--- config.mk ---
export PLATFORM = sky130hd
export DESIGN_NAME = freq_mult_param
export DESIGN_NICKNAME = d
export VERILOG_FILES = /design/src/rtl/freq_mult_param.sv
export SDC_FILE = /design/constraint.sdc
export NUM_CORES = 1
export LEC_CHECK = 0
export ABC_AREA = 1
export CAP_MARGIN = 20
export CORE_UTILIZATION = 54
export DETAILED_ROUTE_END_ITERATION = 10
export GPL_TIMING_DRIVEN = 0
export HOLD_SLACK_MARGIN = 0.12
export PLACE_DENSITY_LB_ADDON = 0.2
export SYNTH_ARGS = -nofsm -noshare
export SYNTH_HDL_FRONTEND = slang
export SYNTH_SLANG_ARGS = --single-unit
--- constraint.sdc ---
create_clock -name clk -period 1.96 [get_ports clk]
set_input_delay 0.392 -clock clk [delete_from_list [all_inputs] [get_ports clk]]
set_output_delay 0.392 -clock clk [all_outputs]
set_load 0.02 [all_outputs]
--- src/rtl/freq_mult_param.sv ---
// Frequency multiplier: measures the f_in period in clk cycles and runs a divider at 2^n times f_in.
// Define FREQ_MULT_ROUND_EN for round-to-nearest divisor; default build truncates.
module freq_mult_param #(
    parameter int unsigned CNT_W       = 16,
    parameter int unsigned N_W         = 3,
    parameter int unsigned SYNC_STAGES = 2
) (
    input  logic             clk,
    input  logic             rst,
    input  logic             f_in,
    input  logic             adjust,
    input  logic [N_W-1:0]   n,
    input  logic             track,
    output logic             valid,
    output logic             f_out,
    output logic [CNT_W-1:0] k,
    output logic [CNT_W-1:0] period,
    output logic             err,
    output logic [2:0]       cur_state
);

    localparam int unsigned     SYNC_N  = (SYNC_STAGES < 2) ? 2 : SYNC_STAGES;
    localparam logic [CNT_W-1:0] CNT_MAX = '1;
    localparam logic [CNT_W-1:0] CNT_ONE = {{(CNT_W-1){1'b0}}, 1'b1};
`ifdef FREQ_MULT_ROUND_EN
    localparam logic [CNT_W:0]   ONE_W   = {{CNT_W{1'b0}}, 1'b1};
`endif

    typedef enum logic [2:0] {
        IDLE      = 3'd0,
        WAIT_EDGE = 3'd1,
        MEASURE   = 3'd2,
        CALC      = 3'd3,
        RUN       = 3'd4,
        ERR       = 3'd5
    } state_t;

    state_t            state_q, state_d;
    logic [SYNC_N-1:0] sync_q, sync_d;
    logic              prev_q, prev_d;
    logic [CNT_W-1:0]  cnt_q, cnt_d;
    logic [CNT_W-1:0]  div_q, div_d;
    logic [CNT_W-1:0]  k_q, k_d;
    logic [CNT_W-1:0]  period_q, period_d;
    logic [CNT_W-1:0]  pend_k_q, pend_k_d;
    logic              pend_v_q, pend_v_d;
    logic              armed_q, armed_d;
    logic              valid_q, valid_d;
    logic              f_out_q, f_out_d;
    logic              err_q, err_d;

    logic              rise;
    logic [CNT_W-1:0]  cnt_inc;
    logic              cnt_ovf;
    logic [CNT_W-1:0]  kn_calc;
    logic [CNT_W-1:0]  kn_trk;
    logic              go_err;

    // Half-period divisor; any shift of CNT_W or more is forced to zero so it always ends in ERR.
    function automatic logic [CNT_W-1:0] calc_kn(input logic [CNT_W-1:0] p,
                                                  input logic [N_W-1:0]   nn);
        logic [CNT_W:0] num;
        logic [CNT_W:0] shifted;
        logic [31:0]    sh;
        sh = 32'(nn) + 32'd1;
`ifdef FREQ_MULT_ROUND_EN
        num = {1'b0, p} + (ONE_W << nn);
`else
        num = {1'b0, p};
`endif
        shifted = num >> sh;
        if (sh >= CNT_W) calc_kn = '0;
        else             calc_kn = shifted[CNT_W-1:0];
    endfunction

    assign rise    = sync_q[SYNC_N-1] & ~prev_q;
    assign cnt_inc = cnt_q + CNT_ONE;
    assign cnt_ovf = (cnt_inc == CNT_MAX);
    assign kn_calc = calc_kn(period_q, n);
    assign kn_trk  = calc_kn(cnt_q, n);

    always_comb begin
        state_d  = state_q;
        sync_d   = {sync_q[SYNC_N-2:0], f_in};
        prev_d   = sync_q[SYNC_N-1];
        cnt_d    = cnt_q;
        div_d    = div_q;
        k_d      = k_q;
        period_d = period_q;
        pend_k_d = pend_k_q;
        pend_v_d = pend_v_q;
        armed_d  = armed_q;
        valid_d  = valid_q;
        f_out_d  = f_out_q;
        err_d    = err_q;
        go_err   = 1'b0;

        if (adjust) begin
            // adjust restarts from any state and outranks a coincident rise
            state_d  = WAIT_EDGE;
            cnt_d    = '0;
            valid_d  = 1'b0;
            f_out_d  = 1'b0;
            err_d    = 1'b0;
            pend_v_d = 1'b0;
        end else begin
            case (state_q)
                IDLE: ;
                WAIT_EDGE: begin
                    if (rise) begin
                        cnt_d   = CNT_ONE;
                        state_d = MEASURE;
                    end else if (cnt_ovf) begin
                        go_err = 1'b1;
                    end else begin
                        cnt_d = cnt_inc;
                    end
                end
                MEASURE: begin
                    if (rise) begin
                        period_d = cnt_q;
                        cnt_d    = CNT_ONE;
                        state_d  = CALC;
                    end else if (cnt_ovf) begin
                        go_err = 1'b1;
                    end else begin
                        cnt_d = cnt_inc;
                    end
                end
                CALC: begin
                    if (rise)                  cnt_d = CNT_ONE;
                    else if (cnt_q != CNT_MAX) cnt_d = cnt_inc;
                    if (kn_calc == '0) begin
                        go_err = 1'b1;
                    end else begin
                        k_d      = kn_calc;
                        div_d    = kn_calc;
                        valid_d  = 1'b1;
                        f_out_d  = 1'b0;
                        pend_v_d = 1'b0;
                        armed_d  = track;
                        state_d  = RUN;
                    end
                end
                RUN: begin
                    if (div_q == CNT_ONE) begin
                        f_out_d = ~f_out_q;
                        if (pend_v_q) begin
                            k_d      = pend_k_q;
                            div_d    = pend_k_q;
                            pend_v_d = 1'b0;
                        end else begin
                            div_d = k_q;
                        end
                    end else begin
                        div_d = div_q - CNT_ONE;
                    end
                    // Background period count; track is latched at each rise so it acts from the next one.
                    if (rise) begin
                        cnt_d   = CNT_ONE;
                        armed_d = track;
                        if (armed_q) begin
                            period_d = cnt_q;
                            if (kn_trk == '0) begin
                                go_err = 1'b1;
                            end else begin
                                pend_k_d = kn_trk;
                                pend_v_d = 1'b1;
                            end
                        end
                    end else if (armed_q && cnt_ovf) begin
                        go_err = 1'b1;
                    end else if (cnt_q != CNT_MAX) begin
                        cnt_d = cnt_inc;
                    end
                end
                ERR: ;
                default: state_d = IDLE;
            endcase

            if (go_err) begin
                state_d  = ERR;
                err_d    = 1'b1;
                valid_d  = 1'b0;
                f_out_d  = 1'b0;
                pend_v_d = 1'b0;
                k_d      = k_q;
            end
        end
    end

    always_ff @(posedge clk) begin
        if (!rst) begin
            state_q  <= IDLE;
            sync_q   <= '0;
            prev_q   <= 1'b0;
            cnt_q    <= '0;
            div_q    <= '0;
            k_q      <= '0;
            period_q <= '0;
            pend_k_q <= '0;
            pend_v_q <= 1'b0;
            armed_q  <= 1'b0;
            valid_q  <= 1'b0;
            f_out_q  <= 1'b0;
            err_q    <= 1'b0;
        end else begin
            state_q  <= state_d;
            sync_q   <= sync_d;
            prev_q   <= prev_d;
            cnt_q    <= cnt_d;
            div_q    <= div_d;
            k_q      <= k_d;
            period_q <= period_d;
            pend_k_q <= pend_k_d;
            pend_v_q <= pend_v_d;
            armed_q  <= armed_d;
            valid_q  <= valid_d;
            f_out_q  <= f_out_d;
            err_q    <= err_d;
        end
    end

    assign valid     = valid_q;
    assign f_out     = f_out_q;
    assign k         = k_q;
    assign period    = period_q;
    assign err       = err_q;
    assign cur_state = state_q;

endmodule

==> out/qor.yml, run 1 <==
run_status:
  status: "complete, but fails checks"
  failed_checks: "negative setup slack"
finish:
  final_common_cell: "nand2_1"
  area_growth_pct: 34.7
  regArea_mm2: 0.00186
  final_nets: 1086
  final_cells: 1215
  num_antenna_cells: 0
  design_area_mm2: 0.00798
  fillers: 829
  multi_input_area_mm2: 0.00428
  drive_above_1_share: 0.283
  final_cell_mix: "nand2_1 (236), nor2_1 (96), a21oi_1 (81)"
flow_run:
  drv_cap: 0
route:
  vias_per_cell: 5.97
  drt_iter0_markers: 1051
  wirelength_mm: 21.7
  num_vias: 7253
  detail_route.first_pass.iterations: 6
  remaining_drc_errors: 0
  ant_nets: 0
  post_drt_wl_per_cell_um: 17.9
global_route:
  grt_antenna_before_repair: 0
  grt_max_degree: 17
  grt_overflow: 0
  grt_usage: 0.362
  grt_pass1_wl_mm: 31.8
  grt_pass1_vias: 6257
timing:
  drv_slew: 0
  period_share: 1.10
  max_freq_mhz: 466
  slew_headroom: 0.612
  setup_viol: 51
  tightest_slew_ps: 582
  fin_skew_ps: 10.9
  finalCriticalPeriod_ps: 2150
  fin_ws_ps: -187
  hold_viol_final: 0
  timing.hold.ws_ps: 425
  rsz0062_at_grt: "yes"
power:
  clkPwrFrac: 0.325
  p_leak_nw: 3.34
  internal_power_mw: 2.97
  ir_drop_uv: 465
  cellPowerDensity_mw_per_mm2: 572
  seqPwrFrac: 0.428
  p_switching_mw: 1.60
  swShare: 0.350
  combPwrFrac: 0.247
clock_tree:
  cts_tree: "done"
  postCtsHoldBufs: 0
  htree_levels: 3
  cts_root_buf: "clkbuf_8"
  cts_buffer_depth: 2
  clk-insertion-delay-late_ps: 400
  path_clk_slew_ps: 100
  cts_made_buffers: 9
  cts.sinks: 90
worst_setup_path:
  cpLargestDelayFamily: "simple AND/OR/NAND/NOR gates"
  cp_data_required_time_ps: 2260
  crit_type: "reg2reg"
  cp-start-kind: "flip-flop"
  end_kind: "flip-flop"
  critPathBufInv: 1
  arrival_ps: 2450
  crit_path_top_delay_cell: "dfxtp_4"
  cpMostUsedCell: "nor2_4"
  path_max_fanout: 10
  worst_path_largest_cell_delay_ps: 410
  worstPathCellList: "nand2_2 -> nor2_4 -> nand3_2 -> nand2_1 -> nand2_1 -> nor2_1 -> nand2_1 -> nor2_4 -> nand3_4 -> nand2_4 -> nor2_4 -> buf_6 -> a21oi_4 -> nor2_4"
synth:
  netlist_top_cells_area: "dfxtp_1 (30%), nand2_1 (18%), nand3_1 (10%)"
  synthCells: 980
  synth_warnings: 0
  synth_nets: 992
  syn_area_per_cell_um2: 6.04
  yosys.cell_types.count: 38
  yosys.area.top_type_share: 0.304
  synth-seq-cells: 90
  synth.cell_area_mm2: 0.00592
  yosysTopAreaCell: "dfxtp_1"
  ys_seq_area_frac: 0.304
hold_path:
  min_path_type: "reg2reg"
floorplan:
  num_rows: 37
  fp.dieW_um: 107
  coreArea_mm2: 0.0105
  io_pins: 46
  die_area_mm2: 0.0114
  die_height_um: 107
  initial_utilization: 0.566
placed_design:
  dp_cells: 1161
  post-dp-hpwl_mm: 14.4
  portBuffers: 45
  pre_cts_slack_ps: -1040
  place.gp.congestion: 1.01
  detailed_place.area_mm2: 0.00656
Yosys cell counts:
cell and number:
o211ai_1 4, buf_4 9, nand3b_1 3, o221ai_1 1, or2_0 1, a211oi_1 2, buf_2 14, nor2_4 4
o211a_1 3, o22ai_1 4, a21oi_1 92, nand3_1 119, nand2_4 2, or2_2 1, dfxtp_1 90, inv_1 66
clkinv_1 1, nand2_1 283, a31oi_1 3, buf_1 6, nor2_1 121, nor4_4 1, nand2_2 1, ha_1 4
a21oi_2 3, nor4_1 2, o21ai_1 8, clkbuf_1 18, buf_6 6, xor2_1 7, o21ai_0 68, nor2_2 3
inv_2 5, nor3_1 6, xnor2_1 3, nand3_2 5, nand4_1 10, o31ai_1 1
stage by stage:
stage / power, mW / setup TNS (ps) / utilization
6_report: 4.56 / -5950 / 0.763
5_1_grt: 4.73 / -11460 / 0.763
4_1_cts: 4.38 / -1890 / 0.704
3_5_place_dp: 2.85 / -58570 / 0.627
3_3_place_gp: 2.85 / -58300 / 0.627
2_1_floorplan: 2.59 / 0 / -
area by class of cell:
cell class,count,area share
multi-input cells,766,0.536
flip-flops and latches,90,0.233
clock inverters,5,0.00847
plain buffers,51,0.0486
well taps,136,0.0213
repair buffers,84,0.0985
clock buffers,11,0.0190
inverters,72,0.0356
logic make-up (layout without fill, tap and decap cells):
logic type,after synthesis,count (layout),share of synthesized area
flip-flops,90,90,0.304
AND/OR/NAND/NOR,562,563,0.408
buffers and inverters,125,223,0.0955
XOR/XNOR,10,10,0.0148
adder cells (fa/ha/maj),4,4,0.00845
AO/OA/AOI/OAI,189,189,0.169
tightest hold or removal path, stage by stage (launching register included):
cell and delay (ps):
dfxtp_1 310, nand2_1 50, inv_1 30
metal layers:
layer	share of wire	GRT usage
met5	0	0
met4	0.026	0.126
met3	0.10	0.0936
met2	0.44	0.524
met1	0.43	0.515
power groups by stage:
stage                     combinational [mW]  sequential (mW)  clock (mW)
final                                   1.13             1.95        1.48
after global routing                    1.21             1.96        1.57
after detailed placement               0.868             1.99           0
after floorplan                        0.604             1.99           0
after CTS                              0.969             1.94        1.47
after global placement                 0.864             1.99           0
worst paths after layout:
kind                                 from        end  depth (start not counted)  slack, ps
worst min register to register  sync_q[0]  sync_q[1]                          2        420
worst max-delay path             cnt_q[3]       k[7]                         14       -190
worst min-delay path            sync_q[0]  sync_q[1]                          2        420
worst max register to register   cnt_q[3]       k[7]                         14       -190
what timing repair did:
action / in CTS / in global routing
endpoints found under the setup margin: 87 / 87
resized for setup: 141 / 178
cloned: 2 / 3
setup buffers: 25 / 10
pin swaps: 27 / 45
flip-flops by register name, indices dropped and copies added, names as in the netlist, 2 cells and up:
name,count
cnt_q,16
div_q,16
k,16
period,16
pend_k_q,15
cur_state,3
sync_q,2
Power figures use the tool's default switching activity.
==> inputs of run 2 (changes only) <==
--- a/config.mk
+++ b/config.mk
@@ -15,3 +15,4 @@
 export SYNTH_ARGS = -nofsm -noshare
 export SYNTH_HDL_FRONTEND = slang
 export SYNTH_SLANG_ARGS = --single-unit
+export TNS_END_PERCENT = 50
==> run 2 against run 1 <==
The run still ends with negative setup slack left. Critical path depth stayed put. Via count up 0.85%. Global-route usage did not move. Non-clock buffer count shrank 2. Setup slack improved by 44 ps. Routed wire length decreased by 0.36%. Critical path type unchanged. Highest routed layer unchanged.
==> out/qor.yml, run 2 (synthesis gave the netlist of run 1 again) <==
clock_tree:
  cts_root_buf: "clkbuf_8"
  htree_levels: 3  # unchanged
  cts_made_buffers: 9  # unchanged
  cts_buffer_depth: 2  # unchanged
  clk-insertion-delay-late_ps: 400  # about the same
  path_clk_slew_ps: 90  # about the same
  cts_tree: "done"
  cts.sinks: 90  # unchanged
timing:
  timing.hold.ws_ps: 426  # +0.882 ps
  rsz0062_at_grt: "yes"
  hold_viol_final: 0  # unchanged
  setup_viol: 49  # -3.9%
  fin_ws_ps: -143  # +44.0 ps
  finalCriticalPeriod_ps: 2100  # -44.0 ps
  drv_slew: 0  # unchanged
  tightest_slew_ps: 626  # +43.1 ps
  setup_tns_ps: -4010  # +1940 ps
  period_share: 1.07  # -0.0225
  slew_headroom: 0.580  # -0.0312
  fin_skew_ps: 9.73  # -1.14 ps
  max_freq_mhz: 475  # +2.1%
worst_setup_path:
  path_depth: 14  # unchanged
  cp-start-kind: "flip-flop"
  path_max_fanout: 10  # unchanged
  end_kind: "flip-flop"
  worst_path_largest_cell_delay_ps: 360  # -50 ps
  crit_path_top_delay_cell: "dfxtp_4"
  ff2ff_path_depth: 14  # unchanged
  r2r_start: "cnt_q[0]"
  cpMostUsedCell: "nor2_4"
  cpLargestDelayFamily: "simple AND/OR/NAND/NOR gates"
  arrival_ps: 2400  # -50 ps
  cp_data_required_time_ps: 2260  # about the same
  crit_type: "reg2reg"
  ff2ff_setup_slack_ps: -140  # +40 ps
  critPathBufInv: 2  # +1
  worstPathCellList: "ha_4 -> buf_4 -> xnor2_1 -> nor2_1 -> nand3_1 -> nor2_1 -> nand2_1 -> nor2_4 -> nand3_4 -> nand2_4 -> nor2_4 -> buf_6 -> a21oi_4 -> nor2_4"
  reg2reg_to: "k[7]"
finish:
  drive_above_1_share: 0.261  # -0.0218
  num_antenna_cells: 0  # unchanged
  final_cells: 1213  # -0.16%
  final_cell_mix: "nand2_1 (238), nor2_1 (100), a21oi_1 (82)"
  finish.utilization: 0.752  # -0.0109
  final_nets: 1084  # -0.18%
  final_common_cell: "nand2_1"
  area_growth_pct: 32.8
placed_design:
  portBuffers: 45  # unchanged
  post-dp-hpwl_mm: 14.4  # unchanged
  place.gp.congestion: 1.01  # unchanged
  dp_cells: 1161  # unchanged
global_route:
  grt_overflow: 0  # unchanged
  grt_antenna_before_repair: 0  # unchanged
  grt_pass1_wl_mm: 31.8  # unchanged
  use_met1: 0.515  # unchanged
  grt_pass1_vias: 6257  # unchanged
  grt_use_met2: 0.524  # unchanged
  busiest_layer: "met2"
  grt_usage: 0.362  # unchanged
  grt_max_degree: 17  # unchanged
  grt_util_met3: 0.0936  # unchanged
power:
  p_switching_mw: 1.57  # -2.0%
  clkPwrFrac: 0.323  # -0.002
  swShare: 0.346  # -0.00398
  seqPwrFrac: 0.431  # +0.003
  p_leak_nw: 3.29  # -1.4%
  p_total_mw: 4.53  # -0.84%
  internal_power_mw: 2.96  # -0.24%
  cellPowerDensity_mw_per_mm2: 575  # +0.59%
  ir_drop_uv: 463  # -0.47%
  combPwrFrac: 0.246  # about the same
floorplan:
  num_rows: 37  # unchanged
  die_area_mm2: 0.0114  # unchanged
  initial_utilization: 0.566  # unchanged
  io_pins: 46  # unchanged
  coreArea_mm2: 0.0105  # unchanged
  fp.dieW_um: 107  # unchanged
  die_height_um: 107  # unchanged
route:
  post_drt_wl_per_cell_um: 17.8  # -0.19%
  wirelength_mm: 21.6  # -0.36%
  vias_per_cell: 6.03  # +1.0%
  ant_nets: 0  # unchanged
  num_vias: 7315  # +0.85%
  remaining_drc_errors: 0  # unchanged
  detail_route.first_pass.iterations: 6  # unchanged
  drt_iter0_markers: 1003  # -4.6%
hold_path:
  min_path_cells: 2  # unchanged
  min_path_type: "reg2reg"
  hold_end: "sync_q[1]"
  hp-start: "sync_q[0]"
run_status:
  status: "complete, but fails checks"
  failed_checks: "negative setup slack"
flow_run:
  drv_cap: 0  # unchanged
run 2: routing by layer:
metal | share of wire | routed length [µm] | up-vias
li1 | - | - | 3403
met4 | 0.029 | 636 | 0
met5 | 0 | 0 | -
met3 | 0.11 | 2470 | 71
met2 | 0.43 | 9410 | 484
met1 | 0.42 | 9130 | 3357
run 2: worst min-delay path, delay by kind of cell (launching register included):
family | cells | cell delay (ps)
simple gates | 1 | 50
buf+inv | 1 | 30
flops | 1 | 310
run 2: through the flow:
| stage | worst slack, ps | cell area, µm² |
|---|---|---|
| after CTS | -86.3 | 7360 |
| after detailed placement | -1040 | 6560 |
| after floorplan | 14.4 | 5940 |
| after global routing | -284 | 7870 |
| after global placement | -1050 | 6560 |
| final | -143 | 7870 |
run 2: final cells by class:
type	instances	area (µm²)
well taps	136	170
flip-flops and latches	90	1850
repair buffers	81	754
plain buffers	52	392
multi-input cells	766	4200
clock inverters	5	67.6
clock buffers	11	151
fillers	854	2600
inverters	72	282
run 2: timing repair:
item | in CTS | in global routing
hold buffers | 0 | 0
cloned | 2 | 1
pin swaps | 27 | 31
setup endpoints to repair | 87 | 87
resized for setup | 141 | 142
setup buffers | 25 | 9
run 2: how the worst max path moves through the flow:
stage / startpoint / endpoint
finish: cnt_q[0] / k[7]
global route: cnt_q[7] / cnt_q[4]
CTS: cnt_q[1] / f_out
detailed placement: n[1] / div_q[6]
global placement: n[1] / div_q[6]
floorplan: cnt_q[1] / k[5]
run 2: power by group through the flow:
stage	clock network [mW]	registers, mW	logic, mW
finish	1.46	1.95	1.11
global route	1.56	1.96	1.20
CTS	1.47	1.94	0.969
detailed placement	0	1.99	0.868
global placement	0	1.99	0.864
floorplan	0	1.99	0.604
==> inputs of run 3 (changes only) <==
--- a/config.mk
+++ b/config.mk
@@ -7,7 +7,7 @@
 export LEC_CHECK = 0
 export ABC_AREA = 1
 export CAP_MARGIN = 20
-export CORE_UTILIZATION = 54
+export CORE_UTILIZATION = 50
 export DETAILED_ROUTE_END_ITERATION = 10
 export GPL_TIMING_DRIVEN = 0
 export HOLD_SLACK_MARGIN = 0.12
==> run 3 against run 2 <==
The run still ends with negative setup slack left. Critical path type unchanged. Sequential power about the same. Clock skew about the same. Via count increased by 3.2%. Largest power group unchanged. Largest cell class unchanged. Routed wire length increased by 6.9%. Power increased by 10%. Worst hold slack got worse by 2.6 ps. Sequential share of layout area decreased by 1.4 points.
==> out/qor.yml, run 3 (synthesis gave the netlist of run 1 again) <==
timing:
  period_share: 1.13  # +0.0557
  finalCriticalPeriod_ps: 2210  # +109 ps
  hold_viol_final: 0  # unchanged
  setup_tns_ps: -8210  # -4200 ps
  fin_skew_ps: 9.61  # -0.116 ps
  rsz0062_at_grt: "yes"
  timing.hold.ws_ps: 423  # -2.63 ps
  slew_headroom: 0.583  # +0.00291
  tightest_slew_ps: 625  # -0.592 ps
  fin_ws_ps: -253  # -109 ps
  setup_viol: 54  # +10%
  drv_slew: 0  # unchanged
  max_freq_mhz: 452  # -4.9%
run_status:
  status: "complete, but fails checks"
  failed_checks: "negative setup slack"
flow_run:
  drv_cap: 0  # unchanged
floorplan:
  fp.dieW_um: 111  # +3.9%
  die_height_um: 111  # +3.9%
  coreArea_mm2: 0.0115  # +9.6%
  num_rows: 39  # +5.4%
  io_pins: 46  # unchanged
  initial_utilization: 0.517  # -0.0496
  die_area_mm2: 0.0123  # +7.8%
worst_setup_path:
  path_max_fanout: 6  # -4
  end_kind: "flip-flop"
  crit_path_top_delay_cell: "dfxtp_2"
  arrival_ps: 2480  # +80 ps
  ff2ff_setup_slack_ps: -250  # -110 ps
  cp-startpoint: "cnt_q[10]"
  cp-start-kind: "flip-flop"
  ff2ff_path_depth: 14  # unchanged
  worst_path_largest_cell_delay_ps: 410  # +50 ps
  cp_data_required_time_ps: 2230  # -30 ps
  r2r_start: "cnt_q[10]"
  worstPathCellList: "nand2_1 -> nor2_4 -> nand3_2 -> nor2_1 -> nand2_1 -> nand2_1 -> nor2_4 -> nand3_4 -> nand2_2 -> nor2_4 -> buf_6 -> nand3_2 -> nand2_2 -> nor2_2"
  crit_type: "reg2reg"
  reg2reg_to: "k[7]"
finish:
  final_nets: 1097  # +1.2%
  drive_above_1_share: 0.304  # +0.0428
  num_antenna_cells: 0  # unchanged
  final_cell_mix: "nand2_1 (228), nor2_1 (102), a21oi_1 (71)"
  regArea_mm2: 0.00186  # +0.61%
  area_growth_pct: 41.8
  final_common_cell: "nand2_1"
  multi_input_area_mm2: 0.00446  # +6.2%
  design_area_mm2: 0.00840  # +6.8%
  fillers: 948  # +11%
placed_design:
  place.gp.congestion: 0.968  # -4.1%
  portBuffers: 45  # unchanged
  post-dp-hpwl_mm: 14.5  # +0.16%
  detailed_place.area_mm2: 0.00657  # +0.13%
hold_path:
  min_path_cells: 2  # unchanged
  min_path_type: "reg2reg"
  hp-start: "sync_q[0]"
  hold_end: "sync_q[1]"
global_route:
  grt_max_degree: 19  # +2
  grt_pass1_vias: 6390  # +2.1%
  grt_pass1_wl_mm: 32.3  # +1.5%
  grt_antenna_before_repair: 0  # unchanged
  grt_usage: 0.331  # -0.0310
  grt_overflow: 0  # unchanged
clock_tree:
  cts_made_buffers: 9  # unchanged
  path_clk_slew_ps: 70  # -20 ps
  cts_buffer_depth: 2  # unchanged
  cts.sinks: 90  # unchanged
  cts_root_buf: "clkbuf_16"
  htree_levels: 3  # unchanged
  cts_tree: "done"
  postCtsHoldBufs: 0  # unchanged
  clk-insertion-delay-late_ps: 370  # -30 ps
power:
  cellPowerDensity_mw_per_mm2: 595  # +3.5%
  ir_drop_uv: 449  # -3.0%
  p_leak_nw: 3.58  # +8.8%
route:
  post_drt_wl_per_cell_um: 18.8  # +5.1%
  remaining_drc_errors: 0  # unchanged
  detail_route.first_pass.iterations: 7  # +1
  vias_per_cell: 6.12  # +1.5%
  drt_iter0_markers: 933  # -7.0%
  wirelength_mm: 23.1  # +6.9%
  num_vias: 7550  # +3.2%
  ant_nets: 0  # unchanged
[run 3: critical path, delay by kind of cell (launching register included)]
kind / cells / cell delay [ps]
flops: 1 / 410
buf+inv: 1 / 180
simple gates: 13 / 1510
[run 3: cell type report]
type,count,area share
multi-input cells,765,0.531
inverters,72,0.0344
flip-flops and latches,90,0.222
clock buffers,9,0.0268
well taps,143,0.0213
plain buffers,53,0.0521
clock inverters,7,0.00790
repair buffers,94,0.105
[run 3: power breakdown]
part	total, mW	internal (mW)	switching (mW)
sequential	1.95	1.87	0.0755
clock	1.79	0.897	0.892
combinational	1.26	0.477	0.786
total	5.00	3.25	1.75
[run 3: through the flow]
step	cells	util	setup slack (ps)	power (mW)
after floorplan	980	-	14.4	2.59
after global placement	1168	0.573	-1080	2.86
after detailed placement	1168	0.573	-1100	2.86
after CTS	1203	0.639	-112	4.69
after global routing	1233	0.732	-371	5.15
final	1233	0.732	-253	5.00
[run 3: what timing repair did]
item / CTS / global route
pin swaps: 23 / 67
endpoints found under the hold margin: 0 / 0
gates cloned: 1 / 4
gates resized for setup: 125 / 250
endpoints found under the setup margin: 87 / 87
buffers inserted: 18 / 27
[run 3: how the worst max path moves through the flow]
stage / end / slack, ps
CTS: k[13] / -110
global placement: div_q[12] / -1080
finish: k[7] / -250
global route: k[6] / -370
floorplan: k[5] / 10
detailed placement: div_q[12] / -1100
[run 3: layer usage]
metal	vias to the layer above	GRT usage	part of all wire
met4	0	0.141	0.046
met2	496	0.511	0.45
met1	3501	0.449	0.40
met5	-	0	0
met3	111	0.0623	0.10
li1	3442	-	-
